File: src/rtl/bullet_pool.sv
// rtl/bullet_pool.sv - pool of grid bullets with fire allocation, movement, expiry, kill and VGA overlay
module bullet_pool #(
    parameter int          NUM_BUL   = 4,
    parameter int          POS_W     = 5,
    parameter int          X_MAX     = 19,
    parameter int          Y_MAX     = 14,
    parameter int          CELL_PX   = 32,
    parameter int          BUL_PX    = 8,
    parameter int          COOLDOWN  = 2,
    parameter logic [11:0] BUL_COLOR = 12'hFFF
) (
    input  logic                       clk,
    input  logic                       rst,
    input  logic                       move_tick,
    input  logic                       fire_req,
    input  logic [1:0]                 fire_dir,
    input  logic [POS_W-1:0]           fire_x,
    input  logic [POS_W-1:0]           fire_y,
    output logic                       fire_ack,
    output logic                       fire_nack,
    input  logic [NUM_BUL-1:0]         hit_clr,
    output logic [NUM_BUL-1:0]         bul_active,
    output logic [NUM_BUL*POS_W-1:0]   bul_x,
    output logic [NUM_BUL*POS_W-1:0]   bul_y,
    output logic [NUM_BUL*2-1:0]       bul_dir,
    output logic [NUM_BUL-1:0]         expired,
    input  logic [10:0]                VGA_xpos,
    input  logic [10:0]                VGA_ypos,
    output logic [11:0]                VGA_data,
    output logic                       VGA_en
);

    localparam int CELL_SH = $clog2(CELL_PX);
    localparam int OFF     = (CELL_PX - BUL_PX) / 2;
    localparam int CD_W    = (COOLDOWN < 1) ? 1 : $clog2(COOLDOWN + 1);

    localparam logic [1:0] DIR_UP    = 2'b00;
    localparam logic [1:0] DIR_DOWN  = 2'b01;
    localparam logic [1:0] DIR_LEFT  = 2'b10;
    localparam logic [1:0] DIR_RIGHT = 2'b11;

    logic [NUM_BUL-1:0] active;
    logic [POS_W-1:0]   pos_x [NUM_BUL];
    logic [POS_W-1:0]   pos_y [NUM_BUL];
    logic [1:0]         pos_d [NUM_BUL];
    logic [NUM_BUL-1:0] expired_q;
    logic [CD_W-1:0]    cooldown;
    logic               ack_q;
    logic               nack_q;
    logic               owned;
    logic               vga_en_q;

    logic               free_found;
    logic [NUM_BUL-1:0] load_sel;
    logic               in_grid;
    logic               accept;

    // True when one more step in direction d from (x, y) would leave the grid
    function automatic logic leaves_grid(input logic [POS_W-1:0] x,
                                         input logic [POS_W-1:0] y,
                                         input logic [1:0]       d);
        case (d)
            DIR_UP:    leaves_grid = (y == '0);
            DIR_DOWN:  leaves_grid = (y == POS_W'(Y_MAX));
            DIR_LEFT:  leaves_grid = (x == '0);
            default:   leaves_grid = (x == POS_W'(X_MAX));
        endcase
    endfunction

    // True when scan coordinate p falls within the bullet square of cell c on one axis
    function automatic logic in_span(input logic [POS_W-1:0] c, input logic [10:0] p);
        logic [10:0] lo;
        lo      = (11'(c) << CELL_SH) + 11'(OFF);
        in_span = (p >= lo) && (p < lo + 11'(BUL_PX));
    endfunction

    // Lowest-index free slot, from registered flags so a freed slot is reusable next cycle only
    always_comb begin
        free_found = 1'b0;
        load_sel   = '0;
        for (int i = 0; i < NUM_BUL; i++) begin
            if (!active[i] && !free_found) begin
                free_found  = 1'b1;
                load_sel[i] = 1'b1;
            end
        end
    end

    assign in_grid = (fire_x <= POS_W'(X_MAX)) && (fire_y <= POS_W'(Y_MAX));
    assign accept  = fire_req && free_found && (cooldown == '0) && in_grid;

    // Per-slot state: kill beats movement, movement beats a fresh load
    always_ff @(posedge clk) begin
        if (rst) begin
            active    <= '0;
            expired_q <= '0;
            for (int i = 0; i < NUM_BUL; i++) begin
                pos_x[i] <= '0;
                pos_y[i] <= '0;
                pos_d[i] <= '0;
            end
        end else begin
            for (int i = 0; i < NUM_BUL; i++) begin
                expired_q[i] <= 1'b0;
                if (hit_clr[i] && active[i]) begin
                    active[i] <= 1'b0;
                end else if (move_tick && active[i]) begin
                    if (leaves_grid(pos_x[i], pos_y[i], pos_d[i])) begin
                        active[i]    <= 1'b0;
                        expired_q[i] <= 1'b1;
                    end else begin
                        case (pos_d[i])
                            DIR_UP:    pos_y[i] <= pos_y[i] - POS_W'(1);
                            DIR_DOWN:  pos_y[i] <= pos_y[i] + POS_W'(1);
                            DIR_LEFT:  pos_x[i] <= pos_x[i] - POS_W'(1);
                            default:   pos_x[i] <= pos_x[i] + POS_W'(1);
                        endcase
                    end
                end else if (accept && load_sel[i]) begin
                    active[i] <= 1'b1;
                    pos_x[i]  <= fire_x;
                    pos_y[i]  <= fire_y;
                    pos_d[i]  <= fire_dir;
                end
            end
        end
    end

    // Fire rate limit: reload on accept, otherwise count down on move ticks to zero
    always_ff @(posedge clk) begin
        if (rst) begin
            cooldown <= '0;
        end else if (accept) begin
            cooldown <= CD_W'(COOLDOWN);
        end else if (move_tick && (cooldown != '0)) begin
            cooldown <= cooldown - CD_W'(1);
        end
    end

    // One ack or nack pulse per sampled request
    always_ff @(posedge clk) begin
        if (rst) begin
            ack_q  <= 1'b0;
            nack_q <= 1'b0;
        end else begin
            ack_q  <= accept;
            nack_q <= fire_req && !accept;
        end
    end

    // Pixel ownership test across all active slots
    always_comb begin
        owned = 1'b0;
        for (int i = 0; i < NUM_BUL; i++) begin
            if (active[i] && in_span(pos_x[i], VGA_xpos) && in_span(pos_y[i], VGA_ypos)) begin
                owned = 1'b1;
            end
        end
    end

    // Register the overlay result for a fixed one-cycle render latency
    always_ff @(posedge clk) begin
        if (rst) begin
            vga_en_q <= 1'b0;
        end else begin
            vga_en_q <= owned;
        end
    end

    assign VGA_en     = vga_en_q;
    assign VGA_data   = vga_en_q ? BUL_COLOR : 12'h000;
    assign fire_ack   = ack_q;
    assign fire_nack  = nack_q;
    assign bul_active = active;
    assign expired    = expired_q;

    for (genvar g = 0; g < NUM_BUL; g++) begin : g_pack
        assign bul_x[g*POS_W +: POS_W] = pos_x[g];
        assign bul_y[g*POS_W +: POS_W] = pos_y[g];
        assign bul_dir[g*2 +: 2]       = pos_d[g];
    end

endmodule

File: config.mk
export PLATFORM = sky130hd
export DESIGN_NAME = bullet_pool
export DESIGN_NICKNAME = d
export VERILOG_FILES = /design/src/rtl/bullet_pool.sv
export SDC_FILE = /design/constraint.sdc
export NUM_CORES = 1
export LEC_CHECK = 0
export CAP_MARGIN = 25
export CELL_PAD_IN_SITES_DETAIL_PLACEMENT = 1
export CELL_PAD_IN_SITES_GLOBAL_PLACEMENT = 2
export CORE_MARGIN = 2
export CORE_UTILIZATION = 30
export CTS_BUF_LIST = sky130_fd_sc_hd__clkbuf_8
export DETAILED_ROUTE_END_ITERATION = 10
export PLACE_DENSITY = 0.81
export SETUP_SLACK_MARGIN = 0.1
export SYNTH_ARGS = -nofsm -noshare
export SYNTH_HDL_FRONTEND = slang
export SYNTH_SLANG_ARGS = --single-unit
export TNS_END_PERCENT = 30
File: constraint.sdc
create_clock -name clk -period 7.9 [get_ports clk]
set_input_delay 1.185 -clock clk [delete_from_list [all_inputs] [get_ports clk]]
set_output_delay 1.185 -clock clk [all_outputs]
set_load 0.1 [all_outputs]
Yosys cells after proc, flatten, opt, wreduce, memory -nomap -nowiden

Memories as Yosys holds them, arrays and structs flattened.
Cells that the tools add are included.

Bits in registers: 13
Bits in latches: 0
Bits in writable memories: 48
Memory bits (read-only): 0
Input bits: 42
Logic and storage cells: 390
Memories kept: 3

Memory list:

| memory | depth | bits a word | rd ports | clocked after Yosys merged registers in | write ports | line | RTL |
|---|---|---|---|---|---|---|---|
| pos_x  | 4     | 5           | 4        | 0                                       | 4           | 43   | `logic [POS_W-1:0] pos_x [NUM_BUL];` |
| pos_y  | 4     | 5           | 4        | 0                                       | 4           | 44   | `logic [POS_W-1:0] pos_y [NUM_BUL];` |
| pos_d  | 4     | 2           | 4        | 0                                       | 4           | 45   | `logic [1:0] pos_d [NUM_BUL];` |

Add/sub/neg operators: 33
Multipliers: 0
Divide/modulo/power cells: 0
Order comparisons: 18
Equality and inequality tests: 20
Shift operators: 0
Multiplexer cells: 192
Bitwise logic cells: 32
Reductions and logical operators: 79

Operators with widths:

| operator                | number |
|---|---|
| $mux W1                 | 157 |
| $mux W5                 | 24 |
| $add A10 B4 Y11 const B | 8 |
| $add A11 B4 Y11 const B | 8 |
| $ge A11 B11 Y1          | 8 |
| $lt A11 B11 Y1          | 8 |
| $add A5 B1 Y5 const B   | 8 |
| $logic_not A5 Y1        | 8 |
| $sub A5 B1 Y5 const B   | 8 |
| $logic_and A1 B1 Y1     | 37 |
| $or A1 B1 Y1            | 28 |
| $reduce_or A3 Y1        | 8 |
| $eq A5 B4 Y1 const B    | 4 |
| $eq A5 B5 Y1 const B    | 4 |
| $mux W12                | 1 |
| $mux W2                 | 6 |
| $pmux W1 S3             | 4 |
| $reduce_bool A2 Y1      | 6 |
| $logic_not A2 Y1        | 5 |
| $reduce_or A2 Y1        | 5 |
| $eq A2 B1 Y1 const B    | 4 |
| $eq A2 B2 Y1 const B    | 4 |
| $ne A2 B1 Y1 const B    | 4 |
| $reduce_and A2 Y1       | 4 |
| 5 further kinds         | 13 |

Depth between registers and ports, before layout

Gate-level depths: netlist (run 1).

Word-level depth: 19
Mapped depth: 12

Worst setup path before layout (run 1)

OpenSTA, ideal clock, no wires.

Kind: input port to flip-flop
From: input rst
To: memory pos_x[2][4] (data pin)
Library setup time: 259 ps
Arrival time: 3,439 ps
Required time: 7,641 ps
Slack: 4,202 ps
Stages: 10
Buffers on the path: 0
Path through: and2b_1 -> nor3b_1 -> and4_2 -> inv_1 -> ha_1 -> nor2b_1 -> o21ai_0 -> and3_2 -> o2111a_1 -> a211o_1

RTL lines:

| item        | line | RTL |
|---|---|---|
| from (decl) | 13   | `input logic rst,` |
| to (decl)   | 43   |  |

==> flow_summary.yaml, run 1 <==
sta:
  fin_ws_ns: 3.28
  drv_slew: 0
  setup_violations: 0
  tightest_slew_ns: 0.984
  hold_violations: 0
  final.setup.tns_ns: 0
  fin_crit_sh_pct: 58.5
  worst_slew_margin_rel_pct: 34.2
  fin_skew_ns: 0.00598
  period_minus_slack_ns: 4.62
  fmax_ghz: 0.216
  rsz0062_at_grt: "false"
critical_path:
  start_kind: "input port"
  cp_max_fo: 9
  endpoint_kind: "register"
  critPathArrivalTime_ns: 4.72
  path_class: "in -> reg"
  cp_data_required_time_ns: 8.00
clock_network:
  hold_buffers: 0
  cts-root-buf: "clkbuf_8"
  post_cts_resized: 0
  clockBufferDepth: 2
  cts.reportedPaths.clkPinSlew_ns: 0.07
  worst_skew_pair.late_latency_ns: 0.35
  cts_setup_buffers: 0
  numCtsBuffers: 9
  h-tree-depth: 3
  clock_sinks: 61
  cts_tree: "yes"
drt:
  ant_nets: 0
  via_count: 4722
  drt_iter0_markers: 344
  first_pass_iters: 4
  wl_per_cell_um: 20.1
  drc: 0
  wirelength_um: 17800
  via_per_inst: 5.32
floorplan:
  die_area_um2: 18200
  die_x_um: 135
  num_io_pins: 113
  rows: 47
  fp.dieH_um: 135
  initial_core_util_pct: 30.9
  coreArea_um2: 16700
grt:
  grt_pass1_vias: 5017
  grt_max_degree: 21
  grt-ovfl-total: 0
  antenna_found_initial: 0
  grt_use_total_pct: 20.0
  grt_pass1_wl_um: 27700
power:
  p_total_uw: 906
  ir_worst_vdd_v: 0.0000660
  p_seq_share_pct: 42.7
  intPower_uw: 560
  clockPowerShare_pct: 26.8
  p_leak_nw: 2.54
  p_sw_uw: 346
  swShare_pct: 38.2
  pwr_density_cell_nw_per_um2: 138
  pwr-share-comb_pct: 30.5
synth:
  yosys_warnings: 0
  yosysTopAreaCell: "edfxtp_1"
  synth_cell_types: 74
  syn-mean-instance-area_um2: 9.18
  synthTopCellsByCount: "65 x ha_1, 64 x inv_1, 56 x nand2_1"
  ys.flop_type: "edfxtp_1"
  synth_seq_cells: 61
  async_reset_ff_share_pct: 0
  synth-seq-area-share_pct: 33.0
  syn-cell-area_um2: 5150
  yosys-top-cells-area: "edfxtp_1 28%, ha_1 16%, dfxtp_1 5.1%"
  synth_top_area_share_pct: 28.0
  synth_edf_count: 48
  synth_most_common_cell: "ha_1"
  syn_nets: 674
  syn_inst: 561
place:
  dp_hpwl_um: 14100
  gp_congestion: 0.987
  port_buffers: 108
  place_ws_ns: 2.96
layout:
  multi_input_area_um2: 3090
  regArea_um2: 1700
  syn_to_final_growth_pct: 27.7
  layout-drive-gt1-share_pct: 6.14
  diodes: 0
  nets: 776
  n_fill_cell: 1960
outcome:
  status: "completed"
min_path:
  worstHoldPathType: "reg -> reg"
run:
  maxCapViolations: 0
[kinds of logic after synthesis]
logic type | after synthesis | share of synthesized area (%)
AO/OA/AOI/OAI | 115 | 15.1
XOR/XNOR | 26 | 4.42
buffers and inverters | 86 | 7.19
adder cells (fa/ha/maj) | 71 | 18.1
AND/OR/NAND/NOR | 199 | 21.5
multiplexers | 3 | 0.631
flip-flops | 61 | 33.0
[per-stage QoR]
step                cells  hold WS [ns]  cell area, µm²  utilization (%)
floorplan             561         0.514            5150                -
global placement      870         0.540            6410             38.4
detailed placement    872         0.558            6420             38.4
CTS                   888         0.569            6580             39.4
global route          888         0.610            6580             39.4
finish                888         0.557            6580             39.4
[cell usage in the layout (no fill, tap or decap), drive strengths merged, types with 9 or more instances in the layout]
| master | Yosys | routed |
|---|---|---|
| clkbuf | 8 | 9 |
| clkdlybuf4s50 | 0 | 108 |
| nor4 | 9 | 9 |
| nor3 | 15 | 15 |
| nand4 | 15 | 15 |
| a21o | 9 | 9 |
| xor2 | 15 | 15 |
| a21oi | 21 | 21 |
| ha | 65 | 65 |
| o21ai | 41 | 41 |
| inv | 64 | 66 |
| dfxtp | 13 | 13 |
| nand2 | 56 | 56 |
| and2 | 11 | 11 |
| nor2 | 22 | 22 |
| edfxtp | 48 | 48 |
| xnor2 | 11 | 11 |
[power by group through the flow]
stage	sequential, mW	combinational, mW	clock (mW)
finish	0.387	0.276	0.243
floorplan	0.480	0.0926	0
global placement	0.393	0.269	0
detailed placement	0.394	0.277	0
global route	0.390	0.298	0.259
CTS	0.387	0.278	0.245
[area by class of cell]
cell class | count | share of cell area [%]
tap | 220 | 4.18
clock inverter | 7 | 0.533
multi-input combinational | 414 | 46.9
inverter | 64 | 3.65
timing repair buffer | 113 | 17.0
sequential | 61 | 25.9
clock buffer | 9 | 1.88
[per-layer routing]
metal / wire length, µm / up-vias / track usage, %
met2: 9040 / 125 / 35.1
li1: - / 2241 / -
met1: 7710 / 2340 / 25.5
met3: 828 / 16 / 2.78
met4: 263 / 0 / 6.37
met5: 0 / - / 0
[path summary, 6_finish.rpt]
path	from	endpoint	cells past startpoint	slack (ns)
setup / recovery	move_tick	pos_x[2][4]	11	3.28
setup reg to reg	bul_active[2]	pos_x[2][4]	10	4.59
hold reg to reg	cooldown[0]	cooldown[0]	2	0.56
hold / removal	cooldown[0]	cooldown[0]	2	0.56
[registers in the layout, summed over array words and instances (netlist names)]
register and cells:
VGA_en 1, bul_active 4, pos_y 20, fire_nack 1, expired 4, pos_x 20, fire_ack 1, pos_d 8
cooldown 2
[critical path: stages]
cell,delay (ns)
clkdlybuf4s50_1,0.76
and2b_1,0.28
nor3b_1,0.62
and4_2,0.41
inv_1,0.10
ha_1,0.32
nor2b_1,0.14
o21ai_0,0.24
a21oi_1,0.14
o2111a_1,0.25
a211o_1,0.26
No activity file was read; power rests on OpenSTA's default activity.
==> inputs of run 2 (changes only) <==
==> constraint.sdc (replaced) <==
create_clock -name clk -period 4.5 [get_ports clk]
set_input_delay 0.675 -clock clk [delete_from_list [all_inputs] [get_ports clk]]
set_output_delay 0.675 -clock clk [all_outputs]
set_load 0.1 [all_outputs]
==> run 2 against run 1 <==
Clock power increased by 95%. First-iteration DRC count shrank 20%. Worst setup slack got worse by 2.3 ns. Global-route usage increased by 0.42 points. Die area unchanged. Worst hold slack lost 0.0020 ns. Via count is the same. Total power is 81% higher. Wire length is 1.3% higher. Sequential power is 76% higher. Critical path depth up 1. Non-clock buffer count rose by 3. Largest cell class unchanged.
==> flow_summary.yaml, run 2 (synthesized netlist as in run 1, its figures left out) <==
run:
  maxCapViolations: 0
place:
  port_buffers: 108
  postPlaceCellArea_um2: 6440
  place_ws_ns: 0.653
  dp_hpwl_um: 14200
  gp_congestion: 0.952
layout:
  layout-drive-gt1-share_pct: 6.41
  layout_common_cells: "108 x clkdlybuf4s50_1, 66 x inv_1, 65 x ha_1, 56 x nand2_1, 48 x edfxtp_1"
  nets: 779
  stdcell_area_um2: 6630
  mostFrequentLayoutCell: "clkdlybuf4s50_1"
  top_regs: "pos_x x20, pos_y x20, pos_d x8"
  final_core_util_pct: 39.7
  diodes: 0
  syn_to_final_growth_pct: 28.6
  n_fill_cell: 1959
drt:
  first_pass_iters: 4
  via_per_inst: 5.30
  wl_per_cell_um: 20.3
  via_count: 4722
  ant_nets: 0
  drc: 0
  drt_iter0_markers: 274
  wirelength_um: 18100
floorplan:
  initial_core_util_pct: 30.9
  num_io_pins: 113
  die_area_um2: 18200
  rows: 47
  fp.dieH_um: 135
  die_x_um: 135
  coreArea_um2: 16700
grt:
  grt_max_degree: 20
  grt_pass1_wl_um: 28100
  grt_pass1_vias: 4924
  antenna_found_initial: 0
  grt_use_total_pct: 20.5
  grt-ovfl-total: 0
sta:
  tightest_slew_ns: 0.985
  fmax_ghz: 0.287
  fin_crit_sh_pct: 77.3
  drv_slew: 0
  rsz0062_at_grt: "false"
  hold_violations: 0
  fin_skew_ns: 0.0142
  fin_ws_ns: 1.02
  worst_slew_margin_rel_pct: 34.2
  setup_violations: 0
  period_minus_slack_ns: 3.48
  final.setup.tns_ns: 0
critical_path:
  cp_max_fo: 6
  path_class: "in -> reg"
  r2r_cells: 11
  cp_slowest_cell: "clkdlybuf4s50_1"
  cp_data_required_time_ns: 4.62
  critPathArrivalTime_ns: 3.60
  endpoint: "pos_x[2][4]"
  crit_path_start: "move_tick"
  start_kind: "input port"
  endpoint_kind: "register"
  critPathMaxStageDelay_ns: 0.57
  rrSetupSlack_ns: 1.28
  r2r_end: "pos_y[0][4]"
  reg2reg_from: "pos_d[0][0]"
  crit_chain: "clkdlybuf4s50_1 -> and2b_1 -> nor3b_1 -> buf_4 -> and4_2 -> inv_1 -> ha_1 -> nor2b_1 -> o21ai_0 -> a21oi_1 -> o2111a_1 -> a211o_1"
clock_network:
  worst_skew_pair.late_latency_ns: 0.38
  clockBufferDepth: 2
  numCtsBuffers: 9
  h-tree-depth: 3
  hold_buffers: 0
  post_cts_resized: 0
  clock_sinks: 61
  cts-root-buf: "clkbuf_8"
  cts_setup_buffers: 0
  cts.reportedPaths.clkPinSlew_ns: 0.06
  cts_tree: "yes"
outcome:
  status: "completed"
power:
  p_leak_nw: 2.57
  ir_worst_vdd_v: 0.000147
  p_total_mw: 1.64
  pwr_density_cell_nw_per_um2: 248
min_path:
  worstHoldPathType: "reg -> reg"
run 2: how the worst min path moves through the flow:
stage	slack, ns	endpoint	start	cells after the start
2_1_floorplan	0.51	cooldown[0]	cooldown[0]	2
3_3_place_gp	0.53	cooldown[0]	cooldown[0]	2
3_5_place_dp	0.55	cooldown[0]	cooldown[0]	2
4_1_cts	0.56	cooldown[0]	cooldown[0]	2
5_1_grt	0.58	cooldown[0]	cooldown[0]	2
6_report	0.55	cooldown[0]	cooldown[0]	2
run 2: power breakdown:
part | total [mW] | switching, mW | leakage, nW | internal (mW)
Sequential | 0.680 | 0.0436 | 0.602 | 0.636
Clock | 0.474 | 0.235 | 0.102 | 0.238
Combinational | 0.488 | 0.332 | 1.87 | 0.156
run 2: final cells by class:
cell class	count	area (µm²)	share of cell area, %
Inverter	64	240	3.63
Multi-Input combinational cell	414	3090	46.6
Tap cell	220	275	4.15
Clock inverter	4	16.3	0.245
Timing Repair Buffer	116	1140	17.2
Clock buffer	12	165	2.49
Sequential cell	61	1700	25.7
run 2: metrics by stage:
stage                     hold WS (ns)  cells
after floorplan                  0.514    561
after CTS                        0.564    891
after detailed placement         0.550    875
after global routing             0.583    891
after global placement           0.534    875
final                            0.555    891
run 2: critical path: cells and delay by family:
kind                     cells  cell delay, ns
AO/OA/AOI/OAI                4            0.83
adder cells (fa/ha/maj)      1            0.32
AND/OR/NAND/NOR              4            0.92
buffers and inverters        3            0.86
run 2: layer usage:
metal	vias up	share of wire [%]	GRT usage (%)
met5	-	0	0
li1	2246	-	-
met1	2333	45	26.0
met3	30	3.7	3.23
met2	113	49	34.8
met4	0	2.5	8.10
==> inputs of run 3 (changes only) <==
--- a/config.mk
+++ b/config.mk
@@ -9,7 +9,7 @@
 export CELL_PAD_IN_SITES_DETAIL_PLACEMENT = 1
 export CELL_PAD_IN_SITES_GLOBAL_PLACEMENT = 2
 export CORE_MARGIN = 2
-export CORE_UTILIZATION = 30
+export CORE_UTILIZATION = 29
 export CTS_BUF_LIST = sky130_fd_sc_hd__clkbuf_8
 export DETAILED_ROUTE_END_ITERATION = 10
 export PLACE_DENSITY = 0.81
==> constraint.sdc (replaced) <==
create_clock -name clk -period 2.9 [get_ports clk]
set_input_delay 0.435 -clock clk [delete_from_list [all_inputs] [get_ports clk]]
set_output_delay 0.435 -clock clk [all_outputs]
set_load 0.1 [all_outputs]
==> run 3 against run 2 <==
Sequential share of layout area decreased by 1.9 points. Worst setup slack got worse by 0.91 ns. First-iteration DRC count decreased by 8.0%. Core utilization increased by 1.6 points. Die area increased by 3.4%. Clock-buffer cell count decreased by 3. Final cell count increased by 8.9%. Final area increased by 8.2%. Worst hold slack got worse by 0.0086 ns.
==> flow_summary.yaml, run 3 (synthesized netlist as in run 1, its figures left out) <==
layout:
  top_regs: "pos_x x20, pos_y x20, pos_d x8"
  n_fill_cell: 2012
  stdcell_area_um2: 7170
  final_core_util_pct: 41.3
  multi_input_area_um2: 3210
  mostFrequentLayoutCell: "buf_4"
  regArea_um2: 1700
  syn_to_final_growth_pct: 39.1
  layout-drive-gt1-share_pct: 28.3
  diodes: 0
  layout_common_cells: "153 x buf_4, 62 x inv_1, 60 x ha_1, 56 x nand2_1, 48 x edfxtp_1"
  nets: 853
  fin_cells: 970
power:
  ir_worst_vdd_v: 0.000263
  p_leak_nw: 3.06
  pwr_density_cell_nw_per_um2: 385
sta:
  period_minus_slack_ns: 2.79
  rsz0062_at_grt: "true"
  worst_slew_margin_rel_pct: 49.2
  whs_ns: 0.546
  setup_violations: 0
  final.setup.tns_ns: 0
  tightest_slew_ns: 0.754
  fmax_ghz: 0.359
  hold_violations: 0
  fin_crit_sh_pct: 96.1
  drv_slew: 0
  fin_skew_ns: 0.0125
clock_network:
  numCtsBuffers: 9
  worst_skew_pair.late_latency_ns: 0.37
  cts-root-buf: "clkbuf_8"
  cts_tree: "yes"
  clockBufferDepth: 2
  cts.reportedPaths.clkPinSlew_ns: 0.08
  clock_sinks: 61
  h-tree-depth: 3
critical_path:
  critPathArrivalTime_ns: 2.92
  critPathMaxStageDelay_ns: 0.58
  endpoint_kind: "register"
  crit_chain: "or4_4 -> a2111oi_4 -> or3_4 -> or2_4 -> buf_4 -> ha_4 -> a21o_1 -> a21oi_2 -> xor2_1 -> o21ai_1"
  cp_data_required_time_ns: 3.04
  path_class: "reg -> reg"
  cp_top_family: "simple AND/OR/NAND/NOR gates"
  start_kind: "register"
  crit_buf_inv: 1
  cp_slowest_cell: "or4_4"
  cp_max_fo: 3
drt:
  drc: 0
  drt_iter0_markers: 252
  via_per_inst: 5.24
  wl_per_cell_um: 20.2
  wirelength_um: 19600
  ant_nets: 0
  via_count: 5084
  first_pass_iters: 4
place:
  gp_congestion: 0.923
  dp_cells: 942
  port_buffers: 108
  postPlaceCellArea_um2: 6770
  dp_hpwl_um: 15600
grt:
  grt_pass1_wl_um: 30100
  grt_max_degree: 20
  grt_pass1_vias: 5378
  grt-ovfl-total: 0
  grt_use_total_pct: 21.3
  antenna_found_initial: 0
floorplan:
  fp.dieH_um: 137
  rows: 48
  die_area_um2: 18800
  coreArea_um2: 17400
  initial_core_util_pct: 29.7
  die_x_um: 137
  num_io_pins: 113
outcome:
  status: "completed"
min_path:
  worstHoldPathType: "reg -> reg"
run:
  maxCapViolations: 0
## run 3: final timing paths
| path | from | end | slack (ns) | cells after the start |
|---|---|---|---|---|
| max | pos_d[0][0] | pos_y[0][3] | 0.11 | 10 |
| min | cooldown[0] | cooldown[0] | 0.55 | 2 |
| max reg2reg | pos_d[0][0] | pos_y[0][3] | 0.11 | 10 |
| min reg2reg | cooldown[0] | cooldown[0] | 0.55 | 2 |
## run 3: area by class of cell
type / instances / share of cell area [%]
timing repair buffer: 190 / 21.2
clock buffer: 9 / 1.73
tap: 225 / 3.93
inverter: 64 / 3.35
clock inverter: 7 / 1.26
multi-input combinational: 414 / 44.8
sequential: 61 / 23.8
## run 3: report_power, final
group | switching, mW | internal [mW] | leakage (nW)
sequential | 0.0572 | 0.986 | 0.603
clock | 0.394 | 0.479 | 0.105
combinational | 0.555 | 0.289 | 2.35
total | 1.01 | 1.75 | 3.06
## run 3: tightest hold or removal path: stages (launching register included)
cell and delay [ns]:
dfxtp_1 0.34, xnor2_1 0.12, nor3_1 0.04
## run 3: stage by stage
step | power [mW] | setup slack (ns)
3_3_place_gp | 1.85 | -0.402
5_1_grt | 2.87 | -0.0134
6_report | 2.76 | 0.112
3_5_place_dp | 1.88 | -0.530
4_1_cts | 2.75 | 0.104
2_1_floorplan | 1.57 | -0.275
## run 3: per-layer routing
metal | vias to the layer above | routed length [µm] | track usage (%)
met1 | 2484 | 8760 | 27.8
met3 | 40 | 997 | 3.09
met4 | 0 | 648 | 8.71
met2 | 161 | 9150 | 35.2
met5 | - | 0 | 0
li1 | 2399 | - | -
## run 3: repair_timing
item | in CTS | in global routing
gates resized for setup | 13 | 4
hold buffers | 0 | 0
pin swaps | 7 | 11
setup endpoints to repair | 8 | 8
setup buffers | 2 | 10
cloned | 0 | 0
